`config.mk`:
```
export PLATFORM = sky130hd
export DESIGN_NAME = fetch_pc_unit
export DESIGN_NICKNAME = d
export VERILOG_FILES = /design/src/rtl/fetch_pc_unit.sv
export SDC_FILE = /design/constraint.sdc
export NUM_CORES = 1
export LEC_CHECK = 0
export CAP_MARGIN = 20
export CORE_MARGIN = 2
export CORE_UTILIZATION = 42
export DETAILED_ROUTE_END_ITERATION = 12
export GPL_TIMING_DRIVEN = 0
export PLACE_DENSITY = 0.91
export SETUP_SLACK_MARGIN = 0.5
export SLEW_MARGIN = 15
export SYNTH_ARGS = -nofsm -noshare
export SYNTH_HDL_FRONTEND = slang
export SYNTH_SLANG_ARGS = --single-unit
```
`constraint.sdc`:
```
create_clock -name clk_pi -period 3.7 [get_ports clk_pi]
set_input_delay 0.925 -clock clk_pi [delete_from_list [all_inputs] [get_ports clk_pi]]
set_output_delay 0.925 -clock clk_pi [all_outputs]
set_load 0.01 [all_outputs]
```
`src/rtl/fetch_pc_unit.sv`:
```
// fetch_pc_unit: program counter and fetch control with redirect flush and halt.
// Redirects load the target and hold fetch off for FLUSH_CYCLES cycles while flush_po squashes the wrong path.
module fetch_pc_unit #(
    parameter int                  PC_WIDTH     = 16,
    parameter logic [PC_WIDTH-1:0] RESET_PC     = '0,
    parameter int                  FLUSH_CYCLES = 2
) (
    input  logic                clk_pi,
    input  logic                reset_pi,
    input  logic                stall_pi,
    input  logic                is_branch_taken_pi,
    input  logic [PC_WIDTH-1:0] branch_target_pi,
    input  logic                jump_pi,
    input  logic [PC_WIDTH-1:0] jump_target_pi,
    input  logic                halt_pi,
    output logic [PC_WIDTH-1:0] pc_po,
    output logic [PC_WIDTH-1:0] pc_plus1_po,
    output logic                fetch_valid_po,
    output logic                flush_po,
    output logic                halted_po
);
    typedef enum logic [1:0] {RUN, FLUSH, HALT} state_t;
    localparam logic [2:0] FC = 3'(FLUSH_CYCLES);

    state_t              state, state_nxt;
    logic [PC_WIDTH-1:0] pc, pc_nxt;
    logic [2:0]          cnt, cnt_nxt;
    logic                redirect;
    logic [PC_WIDTH-1:0] target;

    assign redirect = is_branch_taken_pi | jump_pi;
    assign target   = is_branch_taken_pi ? branch_target_pi : jump_target_pi;

    always_ff @(posedge clk_pi) begin
        if (reset_pi) begin
            state <= RUN;
            pc    <= RESET_PC;
            cnt   <= '0;
        end else begin
            state <= state_nxt;
            pc    <= pc_nxt;
            cnt   <= cnt_nxt;
        end
    end

    // HALT keeps everything frozen; only reset leaves it
    always_comb begin
        state_nxt = state;
        pc_nxt    = pc;
        cnt_nxt   = cnt;
        case (state)
            RUN: begin
                if (redirect) begin
                    pc_nxt    = target;
                    state_nxt = FLUSH;
                    cnt_nxt   = FC;
                end else if (halt_pi) begin
                    state_nxt = HALT;
                end else if (!stall_pi) begin
                    pc_nxt = pc + 1'b1;
                end
            end
            FLUSH: begin
                if (redirect) begin
                    pc_nxt  = target;
                    cnt_nxt = FC;
                end else begin
                    cnt_nxt   = cnt - 3'd1;
                    state_nxt = (cnt == 3'd1) ? RUN : FLUSH;
                end
            end
            HALT: ;
            default: state_nxt = RUN;
        endcase
    end

    always_comb begin
        pc_po          = pc;
        pc_plus1_po    = pc + 1'b1;
        fetch_valid_po = (state == RUN) & ~stall_pi;
        flush_po       = (state == FLUSH);
        halted_po      = (state == HALT);
    end
endmodule
```
==> results_dict.tcl <==
set metrics [dict create \
    drive_above_1_share_pct 10.6 \
    layout_common_cells "clkdlybuf4s50_1 (70), dfxtp_1 (19), a21oi_1 (15), mux2i_1 (14)" \
    synth-edff-count 0 \
    period_minus_slack_ps 3190 \
    core_um2 3720 \
    num_rows 22 \
    grt_max_degree 12 \
    htree_levels 1 \
    cts-buffers-inserted 3 \
    setup_ws_ps 513 \
    die_h_um 66.5 \
    worst_r2r_endpoint "pc_po[12]$_SDFFE_PP0P_" \
    hold_start "cnt[1]$_SDFFE_PP0P_" \
    first_iter_violations 175 \
    synth_top_area_share_pct 25.6 \
    dieArea_um2 4420 \
    status "finished clean" \
    initial_core_util_pct 44.1 \
    synth_compound_area_share_pct 19.3 \
    yosysTopAreaCell "dfxtp_1" \
    path_clk_slew_ps 80 \
    synth.avg_cell_area_um2 7.92 \
    fillers 306 \
    critPathRequiredTime_ps 2770 \
    maxCapViolations 0 \
    power.leakage_nw 0.956 \
    area_growth_pct 54.0 \
    cp_max_fo 8 \
    place_congestion 0.960 \
    routed_wl_um 5700 \
    synthSimpleGateAreaFrac_pct 25.5 \
    diodes 0 \
    register_area_um2 423 \
    synth.area.top_cells "dfxtp_1 (26%), mux2i_1 (8.5%), xnor2_1 (5.3%)" \
    fin_nets 326 \
    final_common_cell "clkdlybuf4s50_1" \
    p_per_area_nw_per_um2 281 \
    seq_area_frac_synth_pct 25.6 \
    multiInputGateArea_um2 1170 \
    final-setup-viol-count 0 \
    clk-insertion-delay-late_ps 270 \
    finalMaxSlewViolations 0 \
    synth-seq-cells 21 \
    place_hpwl_um 3950 \
    post-route-drc-count 0 \
    syn_area_um2 1640 \
    end_kind "primary output" \
    synthesis.instances 207 \
    antenna_left 0 \
    r2r_slack_ps 1550 \
    firstDrtPassIters 5 \
    wl_per_cell_um 17.2 \
    vias_per_cell 6.12 \
    io_buffers 71 \
    grt_pass1_vias 1853 \
    synthXorXnorAreaFrac_pct 7.48 \
    clock.fmax_mhz 314 \
    cts-root-buf "clkbuf_8" \
    cts_tree "built" \
    synthArstFlopShare_pct 0 \
    synth_fa_ha_area_share_pct 2.29 \
    die_w_um 66.5 \
    gr-total-overflow 0 \
    holdBufCountCts 0 \
    antenna_found_initial 0 \
    post-place-ws_ps 638 \
    synth_nets 248 \
    cts_sinks 21 \
    ys.flop_type "dfxtp_1" \
    ys_types 37 \
    rsz0062_at_grt "true" \
    grt_pass1_wl_um 8420 \
    fin_tns_setup_ps 0 \
    min_to "cnt[1]$_SDFFE_PP0P_" \
    hold_depth 1 \
    cts.path.max_buffers 2 \
    fin_crit_sh_pct 86.1 \
    yosysWarnings 0 \
    ir_drop_mv 0.189 \
    io_pins 73 \
    hold_class "reg2reg" \
    crit_type "reg2out" \
    grt.total_usage_pct 24.5 \
    finalHoldViolCount 0 \
    muxShareOfSynthArea_pct 13.4 \
    r2r-start "pc_po[5]$_SDFFE_PP0P_" \
    maxSlewHeadroom_pct 64.3 \
    synth_top_family_by_area "simple AND/OR/NAND/NOR gates" \
    crit_arrival_ps 2260 \
    tightest_slew_ps 535 \
    vias 2033 \
    rr_worst_depth 4 \
    start_kind "register" \
    fin_worst_skew_ps 2.19 \
]
[Yosys cell counts, types with 5 or more instances]
master and number:
nand3_1 13, inv_1 9, nor4_1 9, mux2_2 7, xnor2_1 10, a21oi_1 15, and3_1 6, nand4_1 7
a31oi_1 9, o21ai_0 7, nor2_1 6, nand2_1 10, buf_2 5, dfxtp_1 21, clkbuf_1 11, mux2i_1 14
nor3_1 6
[kinds of logic (layout without fill, tap and decap cells)]
logic type      count (synthesis)  count (layout)
fa+ha+maj                       3               3
simple gates                   73              73
xor+xnor                       14              14
flops                          21              21
mux                            21              21
buf+inv                        26             103
compound gates                 49              49
[per-stage QoR]
stage               area [µm²]  cells  power, mW  util, %  hold WS [ps]
finish                    2520    332      0.709     67.9           471
floorplan                 1640    207      0.400        -           440
global route              2520    332      0.738     67.9           516
detailed placement        2410    326      0.541     64.8           456
CTS                       2480    330      0.697     66.7           474
global placement          2410    326      0.534     64.8           450
[routing by layer]
layer,wire length [µm],vias up,track usage [%]
met5,0,-,0
met4,155,0,9.69
met3,437,19,3.38
met2,2800,125,42.6
met1,2310,955,30.3
li1,-,934,-
[timing repair]
action / 4_1_cts / 5_1_grt
setup endpoints to repair: 4 / 3
gates resized for setup: 7 / 4
pin swaps: 0 / 2
setup buffers: 0 / 2
[report_power, final]
part           internal, mW  leakage [nW]  switching, mW
sequential            0.246         0.174         0.0272
clock                0.0773        0.0228         0.0866
combinational         0.148         0.759          0.124
total                 0.471         0.956          0.238
[flip-flops by register name, indices dropped and copies added, names as in the netlist]
register  count
state         2
cnt           3
pc_po        16
[critical path, stage by stage, from the launching register on]
cell             delay [ps]
dfxtp_1                 520
nand4_1                 140
buf_4                   190
nor4_4                  370
xor2_1                  200
clkdlybuf4s50_1         560
[worst max-delay path by stage]
| stage | startpoint | end | slack (ps) | cells past startpoint |
|---|---|---|---|---|
| after global routing | pc_po[2]$_SDFFE_PP0P_ | pc_plus1_po[15] | 450 | 6 |
| final | pc_po[3]$_SDFFE_PP0P_ | pc_plus1_po[13] | 510 | 5 |
| after CTS | pc_po[2]$_SDFFE_PP0P_ | pc_plus1_po[15] | 500 | 5 |
| after detailed placement | pc_po[1]$_SDFFE_PP0P_ | pc_plus1_po[14] | 640 | 5 |
| after global placement | pc_po[1]$_SDFFE_PP0P_ | pc_plus1_po[14] | 660 | 5 |
| after floorplan | pc_po[1]$_SDFFE_PP0P_ | pc_plus1_po[12] | 1280 | 4 |
[area by class of cell]
class                   instances  share of cell area (%)
plain buffers                  17                    2.83
clock buffers                   4                    1.78
inverters                       9                    1.34
multi-input cells             160                    46.2
flip-flops and latches         21                    16.8
well taps                      48                    2.38
repair buffers                 73                    28.7
(Power assumes the default switching activity.)
==> edit 1, RTL diff (same settings) <==
`PC_WIDTH`: 16 -> 14.
--- a/src/rtl/fetch_pc_unit.sv
+++ b/src/rtl/fetch_pc_unit.sv
@@ -2,5 +2,5 @@
 // Redirects load the target and hold fetch off for FLUSH_CYCLES cycles while flush_po squashes the wrong path.
 module fetch_pc_unit #(
-    parameter int                  PC_WIDTH     = 16,
+    parameter int                  PC_WIDTH     = 14,
     parameter logic [PC_WIDTH-1:0] RESET_PC     = '0,
     parameter int                  FLUSH_CYCLES = 2
Interface: changed (resized branch_target_pi, jump_target_pi, pc_plus1_po and pc_po); port bits go from 73 to 65. The function was not compared with the original's and may differ.
==> edit 1 against the original RTL <==
Critical path depth is the same; total power fell by 18%; clock power is 30% lower; worst setup slack better by 0.060 ns; synthesized cell count shrank 12%; register-to-register slack better by 0.17 ns; clock skew is 0.0027 ns higher; final area down 18%; sequential cell count is 2 lower; sequential share of layout area is 2.0 points higher; synthesized area decreased by 17%; via count fell by 21%; wire length decreased by 28%; critical endpoint is now pc_plus1_po[10].
==> edit 1: results <==
[detailed_routing]
routed-wl-met3_um = 261
dr.pass1.iters = 4
routedWlPerCell_um = 14.0
wl_met2_um = 2030
drt_iter0_drc = 71
drt_wl_total_um = 4120
wl_met1_um = 1780
dr_total_vias = 1614

[clock_tree]
clock-root-buffer = "clkbuf_4"
clk_latency_ns = 0.31
clkSlewWorstSetupHoldPaths_ns = 0.12
cts_max_level = 1
clockBufferDepth = 2
postCtsSetupRepairBufs = 0

[synthesis]
ys_top_cells_by_count = "20 x a21oi_1, 19 x dfxtp_1, 18 x o21ai_0, 16 x nand2_1, 14 x nor2_1"
syn-num-nets = 220
synth_cell_types = 37
synthArstFlopShare_pct = 0
synth_most_common_cell = "a21oi_1"
synth_compound_area_share_pct = 19.9
syn_inst = 183
synth_adder_area_share_pct = 2.76
synthTopCellsByArea = "dfxtp_1 28%, mux2i_1 8.8%, a21oi_1 7.4%"
yosysWarnings = 0
muxShareOfSynthArea_pct = 8.82
synth_top_flop_cell = "dfxtp_1"
synth_xor_area_share_pct = 7.72
ys_seq_area_share_pct = 27.9

[power_and_ir_drop]
peakVddDrop_mv = 0.143
p_leak_nw = 0.786
power.switching_uw = 194
powerComb_uw = 218
swShare_pct = 33.5
pwr.group.clock_uw = 115

[placed_design]
place.detailed.hpwl_um = 3040
dpl-instance-area_mm2 = 0.00204
numPortBuffers = 62
placedCellCount = 289
preCtsSetupSlack_ns = 0.535
gp_congestion = 0.828

[global_routing]
grt_max_degree = 12
grt_pass1_vias = 1408
grt_usage_pct = 23.0
grtUsageMet2_pct = 38.6
grt_pass1_wl_um = 6440
use_met1_pct = 30.9
globalRouteOverflowTotal = 0
met3_usage_pct = 2.77

[final_layout]
drive_gt1_share_pct = 7.63
nets = 287
fillers = 282
largest_register_ffs = 14
utilization_pct = 67.5

[critical_path]
worstPathArrival_ns = 2.20

[run_status]
status = "finished clean"

[sta]
tightest_slew_ns = 0.684
finalClockSkew_ns = 0.00487

[worst_hold_path]
hp-class = "register to register"
-- edit 1: cell count changes after synthesis, moves of 4 or more --
cell and delta:
nor4_1 -7, nor3_1 +4, a31oi_1 -5, mux2_2 -7, o21ai_0 +11, o32ai_1 -4, nand4_1 -4, o21a_1 -4
xnor2_1 -4, nand2_1 +6, nand3_1 -5, nor2_1 +8, a21oi_1 +5, and3_1 -5
-- edit 1: worst paths after layout --
kind,from,to,slack [ns],cells after the start
worst max-delay path,pc_po[0]$_SDFFE_PP0P_,pc_plus1_po[10],0.57,5
worst min-delay path,pc_po[1]$_SDFFE_PP0P_,pc_po[1]$_SDFFE_PP0P_,0.50,2
worst max register to register,state[0]$_SDFFE_PP0P_,pc_po[9]$_SDFFE_PP0P_,1.72,7
worst min register to register,pc_po[1]$_SDFFE_PP0P_,pc_po[1]$_SDFFE_PP0P_,0.50,2
-- edit 1: repair_timing --
| action | 4_1_cts | 5_1_grt |
|---|---|---|
| hold buffers | 0 | 0 |
| endpoints found under the setup margin | 3 | 4 |
| gates resized for setup | 5 | 4 |
-- edit 1: cells by family (layout without fill, tap and decap cells) --
| kind of cell | after synthesis | in the layout |
|---|---|---|
| flip-flops | 19 | 19 |
| XOR/XNOR | 12 | 12 |
| adder cells (fa/ha/maj) | 3 | 3 |
| AND/OR/NAND/NOR | 69 | 69 |
| AO/OA/AOI/OAI | 49 | 49 |
| buffers and inverters | 19 | 85 |
| multiplexers | 12 | 12 |
-- edit 1: layout make-up --
class | count | area, µm² | area share, %
multi-input combinational | 145 | 895 | 43.1
timing repair buffer | 62 | 622 | 29.9
buffer | 13 | 66.3 | 3.19
clock inverter | 1 | 5.00 | 0.241
sequential | 19 | 389 | 18.7
tap | 44 | 55.1 | 2.65
clock buffer | 3 | 22.5 | 1.08
inverter | 6 | 22.5 | 1.08
==> edit 2, RTL diff (same flow settings) <==
Made on the original files. Re-encode `state_t` (3 states) as one-hot, 3 bits wide.
--- a/src/rtl/fetch_pc_unit.sv
+++ b/src/rtl/fetch_pc_unit.sv
@@ -20,5 +20,5 @@
     output logic                halted_po
 );
-    typedef enum logic [1:0] {RUN, FLUSH, HALT} state_t;
+    typedef enum logic [2:0] {RUN = 3'b001, FLUSH = 3'b010, HALT = 3'b100} state_t;
     localparam logic [2:0] FC = 3'(FLUSH_CYCLES);
 
Function: same outputs for any inputs over 10 cycles, from zero or initial values and one cycle with reset_pi high; not proved beyond that.
==> edit 2 against the original RTL <==
Via count fell by 4.7%; total power grew 19%; clock skew grew 0.00063 ns; count of clock-buffer cells in the layout is 1 lower; wire length down 11%; final area is 1.7% higher; synthesized area increased by 4.7%; worst setup slack gained 0.061 ns; sequential cell count increased by 1; critical endpoint is now pc_plus1_po[10]; largest cell class unchanged; highest routed layer unchanged.
==> edit 2: results <==
[run_status]
status = "finished clean"

[synthesis]
ys_top_cells_by_count = "23 x nor2_1, 22 x dfxtp_1, 21 x a21oi_1, 17 x o21ai_0, 14 x nand2_1"
syn-num-nets = 258
synth_cell_types = 49
synthTopCellsByArea = "dfxtp_1 26%, mux2i_1 7.0%, a21oi_1 6.1%"
ys_seq_area_share_pct = 25.7
syn_inst = 217

[detailed_routing]
dr_total_vias = 1937
routedWlPerCell_um = 14.8
drt_iter0_drc = 189
dr.pass1.iters = 4

[power_and_ir_drop]
peakVddDrop_mv = 0.161
p_leak_nw = 1.04

[clock_tree]
cts_made_buffers = 3

[final_layout]
drive_gt1_share_pct = 14.0
layout.cells.non_filler = 343

[global_routing]
grt_usage_pct = 22.5
grt_pass1_wl_um = 8000
grt_pass1_vias = 1724

[placed_design]
gp_congestion = 0.982
dpl-instance-area_mm2 = 0.00249
place.detailed.hpwl_um = 3640

[critical_path]
worstPathArrival_ns = 2.20

[sta]
finalClockSkew_ns = 0.00281
max_slew_margin_pct = 65.1
## edit 2: cell types whose count changed in the layout (fill, tap and decap cells not counted), sizes merged, moves of 6 or more
cell,unedited run,this run
clkbuf,16,5
nor4,9,3
o21ai,8,19
nor2,6,24
a31oi,9,2
a21oi,15,21
buf,7,14
## edit 2: logic make-up after synthesis
group,Yosys count,share of synthesized area [%]
AOI/OAI and AO/OA,59,20.6
xor gates and xnor gates,14,7.15
adders and majority gates,3,2.19
muxes,15,8.97
buffers and inverters,21,6.35
and+or+nand+nor,83,29.0
DFF,22,25.7
## edit 2: per-stage QoR
stage,total power [mW],worst slack [ns]
after floorplan,0.501,1.23
after global placement,0.675,0.666
after detailed placement,0.684,0.593
after CTS,0.829,0.438
after global routing,0.880,0.498
final,0.842,0.574
## edit 2: what timing repair did
item,in CTS,in global routing
buffers inserted,1,1
hold endpoints to repair,0,0
gates resized for setup,1,10
endpoints found under the setup margin,4,5
pin swaps,1,1
## edit 2: worst paths after layout
| check | start | to | slack, ns | cells past startpoint |
|---|---|---|---|---|
| worst max-delay path | pc_po[1]$_SDFFE_PP0P_ | pc_plus1_po[10] | 0.57 | 6 |
| worst min-delay path | cnt[0]$_SDFFE_PP0P_ | cnt[0]$_SDFFE_PP0P_ | 0.48 | 2 |
| worst max register to register | state[0]$_SDFFE_PP1P_ | pc_po[13]$_SDFFE_PP0P_ | 1.92 | 6 |
| worst min register to register | cnt[0]$_SDFFE_PP0P_ | cnt[0]$_SDFFE_PP0P_ | 0.48 | 2 |
## edit 2: area by class of cell
cell class	instances	area [µm²]
Sequential cell	22	450
Multi-Input combinational cell	174	1170
Fill cell	314	1410
Buffer	14	83.8
Clock buffer	3	41.3
Timing Repair Buffer	73	728
Tap cell	50	62.6
Inverter	7	26.3
## edit 2: where the power goes
group	leakage, nW	internal (mW)	switching (mW)
clock network	0.0216	0.0728	0.0813
registers	0.184	0.269	0.0513
logic	0.838	0.204	0.163
## edit 2: critical path, delay by kind of cell, from the launching register on
| kind | cells | cell delay [ns] |
|---|---|---|
| simple gates | 2 | 0.41 |
| xor+xnor | 1 | 0.16 |
| flops | 1 | 0.44 |
| fa+ha+maj | 1 | 0.18 |
| buf+inv | 2 | 0.74 |
## edit 2: metal layers
metal	vias to the layer above	wire length [µm]	GRT usage (%)
li1	926	-	-
met1	895	2160	30.3
met2	102	2430	37.4
met3	14	384	2.14
met4	0	116	8.00
met5	-	0	0
